File: src/rtl/data_memory_delayed.sv
`default_nettype none
// ============================================================================
// data_memory_delayed : multi-cycle MEM-stage data RAM with fixed LATENCY,
//                       stalling the pipeline while an access is in flight.
// Revision 1.0
// ============================================================================
module data_memory_delayed #(
    parameter int DEPTH   = 64,
    parameter int LATENCY = 4
) (
    input  logic        clk,
    input  logic        reset,
    input  logic        MemReadM,
    input  logic        MemWriteM,
    input  logic [31:0] ALUOutM,
    input  logic [31:0] WriteDataM,
    output logic [31:0] ReadDataM,
    output logic        MemStallM,
    output logic        MemDoneM
);
    localparam int               IDX_W    = $clog2(DEPTH);
    localparam int               CNT_W    = $clog2(LATENCY + 1);
    localparam logic [CNT_W-1:0] CNT_LOAD = CNT_W'(LATENCY - 1);
    localparam logic [CNT_W-1:0] CNT_ONE  = CNT_W'(1);

    typedef enum logic [1:0] {
        ST_IDLE = 2'd0,
        ST_BUSY = 2'd1,
        ST_DONE = 2'd2
    } state_t;

    state_t           state_q;
    logic [CNT_W-1:0] cnt_q;
    logic [IDX_W-1:0] idx_q;
    logic [31:0]      wdata_q;
    logic [31:0]      rdata_q;
    logic             rd_q;
    logic             wr_q;
    logic             done_q;
    logic [31:0]      mem_q [DEPTH];

    logic             w_req;
    logic             w_access;
    logic [IDX_W-1:0] w_idx;
    logic             w_unused_addr;

    assign w_req         = MemReadM | MemWriteM;
    assign w_idx         = ALUOutM[IDX_W+1:2];
    assign w_unused_addr = ^{ALUOutM[31:IDX_W+2], ALUOutM[1:0]};
    assign w_access      = (state_q == ST_BUSY) && (cnt_q == CNT_ONE);

    always_ff @(posedge clk or negedge reset) begin
        if (!reset) begin
            state_q <= ST_IDLE;
            cnt_q   <= '0;
            idx_q   <= '0;
            wdata_q <= '0;
            rdata_q <= '0;
            rd_q    <= 1'b0;
            wr_q    <= 1'b0;
            done_q  <= 1'b0;
        end else begin
            done_q <= 1'b0;
            case (state_q)
                ST_IDLE: begin
                    if (w_req) begin
                        idx_q   <= w_idx;
                        wdata_q <= WriteDataM;
                        rd_q    <= MemReadM;
                        wr_q    <= MemWriteM;
                        cnt_q   <= CNT_LOAD;
                        state_q <= ST_BUSY;
                    end
                end
                ST_BUSY: begin
                    if (cnt_q == CNT_ONE) begin
                        // Non-blocking read sees the pre-write word on a read+write access.
                        if (rd_q) begin
                            rdata_q <= mem_q[idx_q];
                        end
                        done_q  <= 1'b1;
                        state_q <= ST_DONE;
                    end else begin
                        cnt_q <= cnt_q - CNT_ONE;
                    end
                end
                ST_DONE: begin
                    state_q <= ST_IDLE;
                end
                default: begin
                    state_q <= ST_IDLE;
                end
            endcase
        end
    end

    // Storage is not reset; an aborted access never reaches this write because reset forces IDLE.
    always_ff @(posedge clk) begin
        if (w_access && wr_q) begin
            mem_q[idx_q] <= wdata_q;
        end
    end

    assign ReadDataM = rdata_q;
    assign MemDoneM  = done_q;
    assign MemStallM = ((state_q == ST_IDLE) && w_req) || (state_q == ST_BUSY);

endmodule
`default_nettype wire

File: config.mk
export PLATFORM = sky130hd
export DESIGN_NAME = data_memory_delayed
export DESIGN_NICKNAME = d
export VERILOG_FILES = /design/src/rtl/data_memory_delayed.sv
export SDC_FILE = /design/constraint.sdc
export NUM_CORES = 2
export LEC_CHECK = 0
export CAP_MARGIN = 20
export CORE_MARGIN = 3
export CORE_UTILIZATION = 40
export DETAILED_ROUTE_END_ITERATION = 8
export PLACE_DENSITY = 0.59
export SYNTH_ARGS = -nofsm -noshare
export SYNTH_HDL_FRONTEND = slang
export SYNTH_SLANG_ARGS = --single-unit
File: constraint.sdc
create_clock -name clk -period 3.67 [get_ports clk]
set_clock_uncertainty 0.1 [all_clocks]
set_input_delay 0.367 -clock clk [delete_from_list [all_inputs] [get_ports clk]]
set_output_delay 0.367 -clock clk [all_outputs]
set_load 0.005 [all_outputs]
==> metrics.yaml <==
final_layout:
  synthToLayoutAreaGrowth_pct: 17.0
  nFillCells: 16700
  layout-drive-gt1-share_pct: 20.1
  fin_cells: 7336
  multi_input_area_um2: 17400
  register_area_um2: 63500
  nets: 4551
placement:
  dp_cells: 6898
  dp_hpwl_mm: 129
  place_congestion: 0.836
  port_buffers: 75
power_and_ir_drop:
  peakVddDrop_v: 0.000798
  leakagePower_nw: 30.8
  power.density_nw_per_um2: 776
timing:
  tightestPinTransition_ns: 1.17
  fin_crit_ns: 3.17
  tns_ns: 0
  setup_viol: 0
  drv_slew: 0
  slew_headroom_pct: 21.8
  timing.fmax_mhz: 316
  rsz0062_at_grt: "no"
  hold_viol: 0
  fin_crit_sh_pct: 86.3
routing:
  postRouteAntennaNets: 0
  via_per_inst: 5.67
  drtIter0Drc: 5100
  drc: 0
  wirelength_mm: 218
  via_count: 41600
  first_pass_iters: 6
  drt-wirelength-per-cell_um: 29.8
logic_synthesis:
  syn-num-nets: 4195
  synth-seq-area-share_pct: 77.9
  synth.most_common_cell: "edfxtp_1"
  synth_area_um2: 81500
  synth_cell_type_count: 43
  synth_ff_type: "edfxtp_1"
  syn_area_per_cell_um2: 19.8
  synth_edf_count: 2048
  ys_ff_latch: 2126
  synthTopCellsByCount: "edfxtp_1 (2048), mux2i_1 (567), mux4_2 (275)"
  syn_inst: 4125
  synth_top_area_share_pct: 75.5
  yosys_warnings: 0
  ys_top_cells_by_area: "edfxtp_1 (75%), mux4_2 (7.6%), mux2i_1 (7.0%)"
  synthArstFlopShare_pct: 3.67
  synth_largest_area_cell: "edfxtp_1"
clocking:
  clock_path_buffers: 3
  cts_tree: "done"
  clock_latency_ns: 0.84
  cts_max_level: 4
  cts_sinks: 2126
  cts_buffers: 207
  postCtsSetupRepairBufs: 0
  clkTransAtPathRegs_ns: 0.07
  root_buffer: "clkbuf_16"
die:
  rows: 165
  start_util_pct: 40.3
  die_height_um: 457
  die_width_um: 457
  fp.coreArea_um2: 202000
  ioPinCount: 102
  die-area_um2: 209000
setup_path:
  crit_type: "reg2reg"
  worstReg2RegStart: "idx_q[2]"
  worst_r2r_path_depth: 7
  rrSetupSlack_ns: 0.50
  crit_path_max_fanout: 28
  crit_arrival_ns: 3.78
  crit_required_ns: 4.29
  reg2reg_to: "ReadDataM[6]"
  start_kind: "register"
  setup.worst_path.end_class: "register"
status:
  status: "completed"
grt:
  overflow: 0
  grt_pass1_wl_mm: 311
  antenna_found_initial: 13
  grt_pass1_vias: 41500
  grt_max_degree: 85
  grtUsageTotal_pct: 20.7
min_path:
  hold_path.class: "in2async"
flow_run:
  drv_cap: 0
## cells by family (layout without fill, tap and decap cells)
family          count (synthesis)  in the layout  synth area share (%)
compound gates                374            374                  3.15
xor+xnor                        2              2                0.0215
fa+ha+maj                       2              2                0.0307
simple gates                  542            542                  2.92
other cells                     0              8                     0
buf+inv                       237            768                  1.47
mux                           842            842                  14.6
flops                        2126           2126                  77.9
## stage by stage
stage	worst slack [ns]	power, mW	hold slack, ns	util (%)	instance area [µm²]
after floorplan	0.167	44.0	-0.0286	-	81500
after global placement	0.534	53.7	0.362	43.7	88300
after detailed placement	0.561	54.0	0.393	43.7	88300
after CTS	0.545	74.2	0.0327	47.0	95100
after global routing	0.398	76.6	0.0945	47.1	95300
final	0.502	74.0	0.0988	47.1	95400
## registers in the layout, indices dropped and copies added (netlist names)
signal     flops
wdata_q       32
mem_q       2048
MemDoneM       1
idx_q          6
state_q        2
ReadDataM     32
wr_q           1
rd_q           1
cnt_q          3
## cell usage in the layout, fill, tap and decap left out, types with 66 or more instances in the layout
cell type        count
a21oi_1             92
buf_4              149
nand3_1            100
nand2_1            249
a22oi_1            198
edfxtp_1          2048
mux2i_1            567
nor2_1              66
clkdlybuf4s50_1     74
buf_12             118
nor2_4              66
mux4_2             275
clkbuf_16          207
## layer usage
layer	share of wire, %	track usage [%]
met5	0	0
met2	47	32.6
met4	2.5	5.47
met1	43	30.2
met3	7.7	3.34
## worst max-delay path by stage
stage / slack, ns / start / to / cells past startpoint
6_report: 0.50 / idx_q[2] / ReadDataM[6] / 7
5_1_grt: 0.40 / idx_q[0] / ReadDataM[16] / 7
4_1_cts: 0.55 / idx_q[0] / ReadDataM[24] / 5
3_5_place_dp: 0.56 / idx_q[0] / ReadDataM[16] / 7
3_3_place_gp: 0.53 / idx_q[0] / ReadDataM[16] / 7
2_1_floorplan: 0.17 / idx_q[0] / mem_q[9][0] / 8
## worst max-delay path, cell delays in order (launching register included)
cell,delay (ns)
dfrtp_4,0.88
buf_4,0.49
mux4_2,0.39
mux2i_1,0.29
nor2_1,0.17
a311oi_1,0.35
buf_4,0.20
a31oi_1,0.09
## report_power, final
part / internal [mW] / switching [mW]
Clock: 11.3 / 9.03
Sequential: 30.5 / 3.06
Combinational: 7.86 / 12.4
## timing repair
item,CTS,global route
resized for setup,0,0
hold buffers,36,0
hold endpoints to repair,93,0
## final cells by class
cell class	count	area share, %
sequential	2126	66.6
clock inverter	117	1.04
inverter	6	0.0236
antenna	8	0.0210
clock buffer	267	5.72
tap	2672	3.51
multi-input combinational	1762	18.3
timing repair buffer	378	4.83
(Power assumes the default switching activity.)
